==> src/rtl/dsp_mac_sequencer.sv <==
// Sequencer for a CE-gated DSP slice (A/B -> M -> P): issues per-stage clock
// enables and OPMODE for a LEN-beat multiply-accumulate burst and flags completion.
module dsp_mac_sequencer #(
  parameter int unsigned    CNT_WIDTH   = 8,
  parameter int unsigned    PIPE_LAT    = 3,
  parameter logic [7:0]     OPMODE_LOAD = 8'h01,
  parameter logic [7:0]     OPMODE_ACC  = 8'h09
) (
  input  logic                 clk,
  input  logic                 rst,
  input  logic                 start,
  input  logic [CNT_WIDTH-1:0] len,
  input  logic                 in_valid,
  output logic                 in_ready,
  output logic [PIPE_LAT-1:0]  ce_stage,
  output logic [7:0]           opmode,
  output logic                 busy,
  output logic                 done
);

  localparam logic [1:0] S_IDLE  = 2'd0;
  localparam logic [1:0] S_FEED  = 2'd1;
  localparam logic [1:0] S_DRAIN = 2'd2;
  localparam logic [1:0] S_DONE  = 2'd3;

  logic [1:0]           state_q, state_d;
  logic [CNT_WIDTH-1:0] len_q, len_d;
  logic [CNT_WIDTH-1:0] cnt_q, cnt_d;
  logic [PIPE_LAT-2:0]  tok_q, tok_d;
  logic [PIPE_LAT-2:0]  ft_q, ft_d;
  logic                 beat;
  logic                 first;
  logic [PIPE_LAT-1:0]  ce_vec;
  logic [PIPE_LAT-1:0]  ft_vec;

  assign in_ready = (state_q == S_FEED);
  assign beat     = in_valid & in_ready;
  assign first    = beat & (cnt_q == '0);

  // Stage 0 is the live beat; the registered shifters hold stages 1..PIPE_LAT-1.
  assign ce_vec   = {tok_q, beat};
  assign ft_vec   = {ft_q, first};
  assign tok_d    = ce_vec[PIPE_LAT-2:0];
  assign ft_d     = ft_vec[PIPE_LAT-2:0];

  assign ce_stage = ce_vec;
  assign opmode   = (ce_vec[PIPE_LAT-1] && ft_vec[PIPE_LAT-1]) ? OPMODE_LOAD : OPMODE_ACC;
  assign busy     = (state_q != S_IDLE);
  assign done     = (state_q == S_DONE);

  always_comb begin
    state_d = state_q;
    len_d   = len_q;
    cnt_d   = cnt_q;
    case (state_q)
      S_IDLE: begin
        if (start) begin
          if (len != '0) begin
            len_d   = len;
            cnt_d   = '0;
            state_d = S_FEED;
          end else begin
            state_d = S_DONE;
          end
        end
      end
      S_FEED: begin
        if (beat) begin
          cnt_d = cnt_q + CNT_WIDTH'(1);
          if (cnt_q == len_q - CNT_WIDTH'(1)) state_d = S_DRAIN;
        end
      end
      S_DRAIN: begin
        // Leave once the final P enable is the one issuing now.
        if (tok_d == '0) state_d = S_DONE;
      end
      S_DONE:  state_d = S_IDLE;
      default: state_d = S_IDLE;
    endcase
  end

  always_ff @(posedge clk or posedge rst) begin
    if (rst) begin
      state_q <= S_IDLE;
      len_q   <= '0;
      cnt_q   <= '0;
      tok_q   <= '0;
      ft_q    <= '0;
    end else begin
      state_q <= state_d;
      len_q   <= len_d;
      cnt_q   <= cnt_d;
      tok_q   <= tok_d;
      ft_q    <= ft_d;
    end
  end

endmodule

==> config.mk <==
export PLATFORM = sky130hd
export DESIGN_NAME = dsp_mac_sequencer
export DESIGN_NICKNAME = d
export VERILOG_FILES = /design/src/rtl/dsp_mac_sequencer.sv
export SDC_FILE = /design/constraint.sdc
export NUM_CORES = 1
export LEC_CHECK = 0
export BUFFER_PORTS_ARGS = -buffer_cell sky130_fd_sc_hd__buf_4
export CAP_MARGIN = 20
export CORE_ASPECT_RATIO = 0.7
export CORE_MARGIN = 8
export CORE_UTILIZATION = 49
export CTS_CLUSTER_DIAMETER = 50
export DETAILED_ROUTE_END_ITERATION = 8
export PLACE_DENSITY = 0.86
export SLEW_MARGIN = 10
export SYNTH_ARGS = -nofsm -noshare
export SYNTH_HDL_FRONTEND = slang
export SYNTH_SLANG_ARGS = --single-unit
export TNS_END_PERCENT = 5
==> constraint.sdc <==
create_clock -name clk -period 1.8 [get_ports clk]
set_input_delay 0.36 -clock clk [delete_from_list [all_inputs] [get_ports clk]]
set_output_delay 0.36 -clock clk [all_outputs]
set_load 0.01 [all_outputs]
**Word-level counts from Yosys, hierarchy flattened**

Cells that the tools add are included.

- Bits in registers: 22
- Logic and storage cells: 39

- Add/sub/neg operators: 2
- Bitwise gates (word level): 2
- Reduce and logical (&&, ||, !) cells: 10
- Mux-type cells: 11
- Equality and inequality tests: 9

Operators with widths:

| kind | number |
|---|---|
| $mux 8 | 3 |
| $pmux 8 s2 | 1 |
| $mux 2 | 5 |
| $add 8x1->8 const B | 1 |
| $eq 8x8->1 | 1 |
| $logic_not 8->1 | 1 |
| $pmux 2 s4 | 1 |
| $reduce_and 4->1 | 2 |
| $reduce_bool 8->1 | 1 |
| $sub 8x1->8 const B | 1 |
| $ne 2x2->1 const B | 3 |
| $eq 2x2->1 const B | 2 |
| $logic_not 2->1 | 2 |
| $mux 4 | 1 |
| $ne 2x1->1 const B | 2 |
| $reduce_bool 2->1 | 2 |
| $reduce_and 3->1 | 1 |
| $and 1x1->1 | 2 |
| $eq 2x1->1 const B | 1 |
| $logic_and 1x1->1 | 1 |

**Depth between registers and ports, before layout**

Gate-level depths: netlist of the first run.

- Depth after elaboration: 5
- Depth in mapped cells: 8
- Gate-level depth less buffers: 8

**Worst setup path after synthesis of the first run**

OpenSTA, ideal clock, no wires.

- Path type: register -> register
- Start: reg state_q[1]
- End: reg cnt_q[7]
- Setup slack: -0.132 ns
- Data required time: 1.734 ns
- Period minus slack after synthesis: 1.932 ns
- Data arrival time: 1.866 ns
- Stages on the path, launching flop included: 9
- Path buffers: 1
- Cell sequence: dfrtp_1 inv_1 ha_1 and2_1 clkbuf_1 o22ai_4 or4_1 nand2_1 a22o_1

- Longest elaborated chain between the ends: 4
- Elaborated cells on any way between the ends: 9

Ends and longest elaborated chain:

| item | RTL line | source |
|---|---|---|
| from (decl) | 26 | `logic [1:0] state_q, state_d;` |
| from (signal assigned) | 90 | `state_q <= state_d;` |
| $eq 2x1->1 | 36 | `assign in_ready = (state_q == S_FEED);` |
| net in_ready | 14 | `output logic in_ready,` |
| $and 1x1->1 | 37 | `assign beat = in_valid & in_ready;` |
| net beat | 31 | `logic beat;` |
| $ne 2x1->1 (no line) | n/a |  |
| $reduce_and 4->1 (no line) | n/a |  |
| to (signal assigned) | 92 | `cnt_q <= cnt_d;` |
| to (decl) | 28 | `logic [CNT_WIDTH-1:0] cnt_q, cnt_d;` |

The timed path passes the listed nets, and every way through them passes these cells.
A chain may end at the register's enable or synchronous reset.

**Final worst setup path of the first run**

- Start: reg len_q[1]
- End: reg state_q[1]

- Longest elaborated chain between the ends: 4

Ends and longest elaborated chain:

| item | RTL line | source |
|---|---|---|
| from (decl) | 27 | `logic [CNT_WIDTH-1:0] len_q, len_d;` |
| from (signal assigned) | 91 | `len_q <= len_d;` |
| $sub 8x1->8 | 70 | `if (cnt_q == len_q - CNT_WIDTH'(1)) state_d = S_DRAIN;` |
| $eq 8x8->1 | 70 |  |
| $ne 2x1->1 (no line) | n/a |  |
| $reduce_and 4->1 (no line) | n/a |  |

Every way passes these cells.

==> out/metrics.sh, run 1 <==
OUTCOME='finished, violations left'
FAILED_CHECKS='negative setup slack'
PERIOD_MINUS_SLACK_NS=1.92
WL_PER_CELL_UM=15.9
CRITICAL_PATH.ENDPOINT_TYPE='flip-flop'
SYNTH_AREA_PER_CELL_UM2=9.77
REQ_TIME_CRIT_PATH_NS=1.99
PORT_BUFFERS=18
CRITICAL_PATH_SOURCE_TYPE='flip-flop'
CRIT_TYPE='reg -> reg'
CLOCK-SKEW-FINAL_NS=0.00209
POWER.LEAKAGE_nW=0.808
FINAL_MIN_PERIOD_OVER_CLOCK_PERIOD=1.06
DIE_H_UM=61.1
HTREE_NUM_LEVELS=1
POSTSYNTHCELLCOUNT=146
ROWS=16
WORST-PATH-MAX-FANOUT=4
SYNTH_SEQUENTIAL_AREA_RATIO=0.386
CPPEAKSTAGEDELAY_NS=0.38
SYNTH.LIB_CELLS_USED.DISTINCT=46
DIE_AREA_MM2=0.00492
VDD_DROP_MAX_uV=813
NUMBER_OF_ANTENNA_VIOLATIONS_AT_THE_FIRST_CHECK_IN_GLOBAL_ROUTING=0
ROUTED_WL_MM=3.39
GROWTH_OF_DESIGN_AREA_FROM_SYNTHESIS_TO_FINISH_PCT=25.5
TOTALNEGATIVESETUPSLACK_NS=-0.210
N_ANTENNA_CELL=0
DP_WORST_SETUP_SLACK_NS=-0.191
CLOCK_TREE_FROM_TRITONCTS='done'
CRIT_FAMILY='compound AO/OA/AOI/OAI gates'
PATH_BUF_INV=1
POST_SYNTH_INSTANCE_AREA_MM2=0.00143
HOLD_CLASS='in -> async'
WORST_SKEW_PAIR.LATE_LATENCY_NS=0.26
SYNTH.AREA.TOP_CELLS='dfrtp_1, mux2_2, ha_1, buf_4, o21ai_0'
MAX_CAP_VIOLATIONS=0
TRITONCTS.NUM_BUFFERS=3
DRC=0
DRIVE_GT1_FRAC=0.373
SYNTH_EDF_COUNT=0
WORST_PATH_CELL_CHAIN='inv_2, ha_4, xor2_1, o21a_1, a2111oi_4, o211ai_1, a21oi_2, mux2i_1'
GRT_START_MAX_NET_PINS=23
GRT_PASS1_WL_MM=5.63
DETAIL_ROUTE.ITER0.VIOLATIONS=79
INITIAL_CORE_UTIL=0.513
CLK_PIN_SLEW_WORST_PATHS_NS=0.08
FILLER_CELL_COUNT=214
POST-DP-HPWL_MM=2.64
REPORT.FINAL.SLEW_VIOL_COUNT=0
GRT_REMAINING_OVERFLOW=0
VIAS=1181
FMAX_GHz=0.522
GRT_SETUP_UNREPAIRED='true'
SYNTH_SEQ_CELLS=22
FINAL_COMMON_CELL='buf_4'
ROUTE.DETAILED.VIAS_PER_INST=5.54
SYNTH.TOP_CELL.AREA_SHARE=0.386
POST-SYNTH-TOP-AREA-CELL='dfrtp_1'
ARRIVAL_NS=2.10
NNETSFINAL=197
SETUP_SLACK_NS=-0.116
PWR_DENSITY_CELL_mW_PER_MM2=1560
NUMBER_OF_HOLD_SLACK_VIOLATIONS_IN_THE_FINAL_TIMING_REPORT=0
CLOCK-ROOT-BUFFER='clkbuf_8'
SYNTH_TOP_FLOP_CELL='dfrtp_1'
CORE_REGION_AREA_MM2=0.00278
ANT_NETS=0
DIE_WIDTH_UM=80.5
POST-ROUTE-CELL-AREA_MM2=0.00179
WORST_PATH_MAX_DELAY_CELL='dfrtp_1'
DRT_PASS1_ITERATIONS=4
SETUP_VIOL=2
CTS_SINKS=22
GP_CONGESTION=0.824
GROUTE.USAGE.OVERALL=0.146
FIRST_GLOBAL_VIAS=1213
TOP_LEVEL_PORT_COUNT=26
YOSYS_WARNINGS=0
CTS_BUFFER_DEPTH=2
PLACED_CELL_AREA_MM2=0.00167
LAYOUT_COMMON_CELLS='buf_4, dfrtp_1, o21ai_0'
FRACTION_OF_REGISTERS_WITH_ASYNC_SET_RESET=1.00
where the power goes:
part / total (mW) / switching, mW / internal, mW
clock network: 0.361 / 0.166 / 0.195
registers: 0.848 / 0.191 / 0.657
logic: 1.59 / 0.761 / 0.827
total: 2.80 / 1.12 / 1.68
metal layers:
metal,vias to the layer above,track usage,part of all wire
met5,-,0,0
met3,6,0.0335,0.054
met1,571,0.167,0.43
met2,44,0.269,0.50
li1,560,-,-
met4,0,0.0387,0.016
path summary, 6_finish.rpt:
kind                                 startpoint  slack, ns  cells past startpoint                     end
setup / recovery           len_q[1]$_DFFE_PP0P_      -0.12                      8  state_q[1]$_DFFE_PP0P_
hold / removal                              rst       0.13                      3    len_q[5]$_DFFE_PP0P_
hold reg to reg               ft_q[0]$_DFF_PP0_       0.36                      0       ft_q[1]$_DFF_PP0_
setup reg to reg           len_q[1]$_DFFE_PP0P_      -0.12                      8  state_q[1]$_DFFE_PP0P_
min in group clk                         len[3]       0.34                      2    len_q[3]$_DFFE_PP0P_
max in group asynchronous                   rst       1.43                      3  state_q[0]$_DFFE_PP0P_
timing repair:
| action | 4_1_cts | 5_1_grt |
|---|---|---|
| resized for setup | 8 | 5 |
| endpoints found under the hold margin | 0 | 0 |
| hold buffers | 0 | 0 |
| gates cloned | 0 | 0 |
| endpoints found under the setup margin | 4 | 4 |
| pin swaps | 4 | 3 |
| setup buffers | 0 | 2 |
Yosys cell counts, types with 2 or more instances:
cell,n
or2_2,2
a21oi_1,3
nand2b_1,2
conb_1,2
xnor2_1,5
nor2_1,4
nand3b_1,2
nor3_1,2
mux2_2,8
buf_2,2
o2111ai_1,2
and2_1,4
inv_1,10
xor2_1,4
dfrtp_1,22
buf_4,8
clkbuf_1,2
nand3_1,3
o21ai_0,11
nor3b_1,2
or4_1,2
ha_1,7
o31ai_1,3
nor2b_1,3
nand2_1,10
metrics by stage:
step	util	instances	hold slack (ns)	total power, mW
floorplan	-	151	0.331	1.74
global placement	0.601	208	0.338	2.14
detailed placement	0.601	208	0.339	2.23
CTS	0.632	211	0.139	2.70
global route	0.643	213	0.167	2.96
finish	0.643	213	0.128	2.80
worst register-to-register path: cells and delay by family (launching register included):
| family | cells | cell delay (ns) |
|---|---|---|
| AO/OA/AOI/OAI | 4 | 0.90 |
| flip-flops | 1 | 0.38 |
| multiplexers | 1 | 0.20 |
| buffers and inverters | 1 | 0.06 |
| adder cells (fa/ha/maj) | 1 | 0.17 |
| XOR/XNOR | 1 | 0.14 |
registers in the layout, indices dropped and copies added (netlist names):
register  flops
cnt_q         8
ft_q          2
len_q         8
state_q       2
tok_q         2
area by class of cell:
cell class                 instances  area, um2  share of cell area
inverter                          10       37.5              0.0210
timing repair buffer              34        255               0.143
sequential                        22        552               0.308
multi-input combinational        107        846               0.472
tap                               36       45.0              0.0252
clock buffer                       4       55.1              0.0307
cell families after synthesis:
| logic type | count (synthesis) | share of synthesized area |
|---|---|---|
| other cells | 2 | 0.00527 |
| flops | 22 | 0.386 |
| fa+ha+maj | 7 | 0.0614 |
| xor+xnor | 9 | 0.0553 |
| buf+inv | 22 | 0.0807 |
| simple gates | 45 | 0.183 |
| compound gates | 30 | 0.158 |
| mux | 9 | 0.0702 |
Note: power is estimated with default switching activity, not from simulation.
==> run 2, diff against run 1 <==
--- a/config.mk
+++ b/config.mk
@@ -13,6 +13,7 @@
 export CTS_CLUSTER_DIAMETER = 50
 export DETAILED_ROUTE_END_ITERATION = 8
 export PLACE_DENSITY = 0.86
+export RECOVER_POWER = 25
 export SLEW_MARGIN = 10
 export SYNTH_ARGS = -nofsm -noshare
 export SYNTH_HDL_FRONTEND = slang
==> run 2 against run 1 <==
The flow still finishes with violations (negative setup slack). Combinational power hardly changed. Clock power hardly changed. Cell area is 0.21% lower. Worst setup slack worse by 0.00078 ns. Sequential power hardly changed. Critical path depth stayed put. Global-route usage stayed put. Maximum frequency hardly changed. Critical path type unchanged.
==> out/metrics.sh, run 2 (synthesis results as in run 1) <==
LAYOUT_COMMON_CELLS='buf_4, dfrtp_1, o21ai_0'  # unchanged
FILLER_CELL_COUNT=214  # unchanged
N_ANTENNA_CELL=0  # unchanged
R2R_END='state_q[1]$_DFFE_PP0P_'  # unchanged
ROUTE.DETAILED.VIAS_PER_INST=5.57  # was 5.54
MAX_CAP_VIOLATIONS=0  # unchanged
NNETSFINAL=197  # unchanged
TOTALNEGATIVESETUPSLACK_NS=-0.210  # about the same
PLACED_CELL_AREA_MM2=0.00167  # unchanged
PORT_BUFFERS=18  # unchanged
DRIVE_GT1_FRAC=0.367  # was 0.373
FINALCOREUTILIZATION=0.642  # was 0.643
FAILED_CHECKS='negative setup slack'  # unchanged
POWER.LEAKAGE_nW=0.804  # was 0.808 nW
CLOCK-ROOT-BUFFER='clkbuf_8'  # unchanged
INTPOWER_mW=1.68  # about the same
GRT_PASS1_WL_MM=5.63  # unchanged
CRIT_TYPE='reg -> reg'  # unchanged
POWER_FRAC_COMB=0.568  # about the same
CLOCK_TREE_FROM_TRITONCTS='done'  # unchanged
HOLD_CLASS='in -> reg'  # was in -> async
VIAS=1186  # was 1181
NUMBER_OF_ANTENNA_VIOLATIONS_AT_THE_FIRST_CHECK_IN_GLOBAL_ROUTING=0  # unchanged
REG_TO_REG_STARTPOINT='len_q[1]$_DFFE_PP0P_'  # unchanged
DIE_H_UM=61.1  # unchanged
NUMBER_OF_CELLS_AFTER_DETAILED_PLACEMENT=208  # unchanged
WORST_HOLD_PATH.NUM_CELLS=2
POWER_SWITCHING_SHARE=0.400  # about the same
GRT_SETUP_UNREPAIRED='true'  # unchanged
CTS_BUFFER_DEPTH=2  # unchanged
OUTCOME='finished, violations left'  # unchanged
FINAL_POWER_mW=2.80  # about the same
POST_CTS_HOLD_BUFFER_COUNT=0  # unchanged
WORSTSETUPENDPOINT='state_q[1]$_DFFE_PP0P_'  # unchanged
TOP_LEVEL_PORT_COUNT=26  # unchanged
ARRIVAL_NS=2.10  # about the same
GROWTH_OF_DESIGN_AREA_FROM_SYNTHESIS_TO_FINISH_PCT=25.3  # was 25.5%
TIMING.CRITICAL_PATH.FROM='len_q[1]$_DFFE_PP0P_'  # unchanged
CRITICAL_PATH_SOURCE_TYPE='flip-flop'  # unchanged
ANT_NETS=0  # unchanged
WORST-PATH-MAX-FANOUT=4  # unchanged
WL_PER_CELL_UM=15.9  # about the same
GRT_REMAINING_OVERFLOW=0  # unchanged
WORST_SLEW_PIN_SLEW_NS=1.23
DIE_AREA_MM2=0.00492  # unchanged
GROUTE.USAGE.OVERALL=0.146  # unchanged
CORE_REGION_AREA_MM2=0.00278  # unchanged
FF2FF_PATH_DEPTH=8  # unchanged
CLOCK-SKEW-FINAL_NS=0.00189  # was 0.00209 ns
P_SWITCHING_mW=1.12  # about the same
DIE_WIDTH_UM=80.5  # unchanged
NUMBER_OF_HOLD_SLACK_VIOLATIONS_IN_THE_FINAL_TIMING_REPORT=0  # unchanged
FMAX_GHz=0.522  # about the same
HTREE_NUM_LEVELS=1  # unchanged
MULTI_INPUT_GATE_AREA_UM2=846  # unchanged
RELATIVE_CONTRIBUTION_OF_SEQUENTIAL_CELLS_TO_TOTAL_POWER=0.303  # about the same
SETUP_SLACK_NS=-0.116  # about the same
WORST_SKEW_PAIR.LATE_LATENCY_NS=0.26  # about the same
DRT_PASS1_ITERATIONS=4  # unchanged
DP_WORST_SETUP_SLACK_NS=-0.191  # unchanged
TRITONCTS.NUM_BUFFERS=3  # unchanged
DETAIL_ROUTE.ITER0.VIOLATIONS=57  # was 79
ROWS=16  # unchanged
POST-DP-HPWL_MM=2.64  # unchanged
REPORT.FINAL.SLEW_VIOL_COUNT=0  # unchanged
SETUP_VIOL=2  # unchanged
LARGEST_REGISTERS_IN_THE_FINAL_LAYOUT='cnt_q x8, len_q x8'  # unchanged
R2R_SETUP_SLACK_NS=-0.12  # about the same
CRITICAL_PATH.ENDPOINT_TYPE='flip-flop'  # unchanged
FINAL_MIN_PERIOD_OVER_CLOCK_PERIOD=1.06  # about the same
GRT_START_MAX_NET_PINS=23  # unchanged
GP_CONGESTION=0.824  # unchanged
NUMBER_OF_STANDARD_CELLS_IN_THE_LAYOUT_TAPS_IN_AND_FILLERS_OUT=213  # unchanged
MAX_SLEW_MARGIN=0.183
PERIOD_MINUS_SLACK_NS=1.92  # about the same
REQ_TIME_CRIT_PATH_NS=1.99  # about the same
FINAL_COMMON_CELL='buf_4'  # unchanged
ROUTED_WL_MM=3.39  # about the same
VDD_DROP_MAX_uV=812  # was 813 uV
HOLD-WORST-SLACK_NS=0.336  # was 0.128 ns
FF_LATCH_AREA_UM2=552  # unchanged
FIRST_GLOBAL_VIAS=1213  # unchanged
POST-ROUTE-CELL-AREA_MM2=0.00179  # about the same
DRC=0  # unchanged
INITIAL_CORE_UTIL=0.513  # unchanged
CLK_PIN_SLEW_WORST_PATHS_NS=0.08  # about the same
CLOCK_POWER_SHARE=0.129  # about the same
CTS_SINKS=22  # unchanged
PWR_DENSITY_CELL_mW_PER_MM2=1560  # about the same
run 2: cell count changes in the layout (fill, tap and decap cells not counted), sizes merged:
cell and change:
buf -2, clkbuf +2
run 2: how the worst min path moves through the flow:
| stage | slack, ns | from | to |
|---|---|---|---|
| 2_1_floorplan | 0.33 | ft_q[0]$_DFF_PP0_ | ft_q[1]$_DFF_PP0_ |
| 3_5_place_dp | 0.34 | ft_q[0]$_DFF_PP0_ | ft_q[1]$_DFF_PP0_ |
| 4_1_cts | 0.14 | rst | len_q[7]$_DFFE_PP0P_ |
| 3_3_place_gp | 0.34 | ft_q[0]$_DFF_PP0_ | ft_q[1]$_DFF_PP0_ |
| 5_1_grt | 0.34 | len[0] | len_q[0]$_DFFE_PP0P_ |
| 6_report | 0.34 | len[3] | len_q[3]$_DFFE_PP0P_ |
run 2: per-layer routing:
metal | track usage | wire (um)
met1 | 0.167 | 1480
met2 | 0.269 | 1670
met3 | 0.0335 | 184
met4 | 0.0387 | 53
met5 | 0 | 0
run 2: power by group through the flow:
stage,sequential [mW],combinational [mW],clock [mW]
floorplan,0.816,0.920,0
global placement,0.814,1.32,0
detailed placement,0.831,1.40,0
CTS,0.832,1.51,0.365
global route,0.870,1.72,0.376
finish,0.848,1.59,0.360
run 2: final cells by class:
cell class / instances / area share
clock buffers: 4 / 0.0308
inverters: 10 / 0.0210
multi-input cells: 107 / 0.473
flip-flops and latches: 22 / 0.309
well taps: 36 / 0.0252
repair buffers: 34 / 0.141
run 2: what timing repair did:
item / CTS / global route
endpoints found under the setup margin: 4 / 4
cloned: 0 / 0
buffers inserted: 0 / 2
pin swaps: 4 / 3
gates resized for setup: 8 / 5
run 2: worst max-delay path, stage by stage (launching register included):
cell and delay [ns]:
dfrtp_1 0.38, inv_2 0.06, ha_4 0.17, xor2_1 0.14, o21a_1 0.21, a2111oi_4 0.31
o211ai_1 0.19, a21oi_2 0.19, mux2i_1 0.20
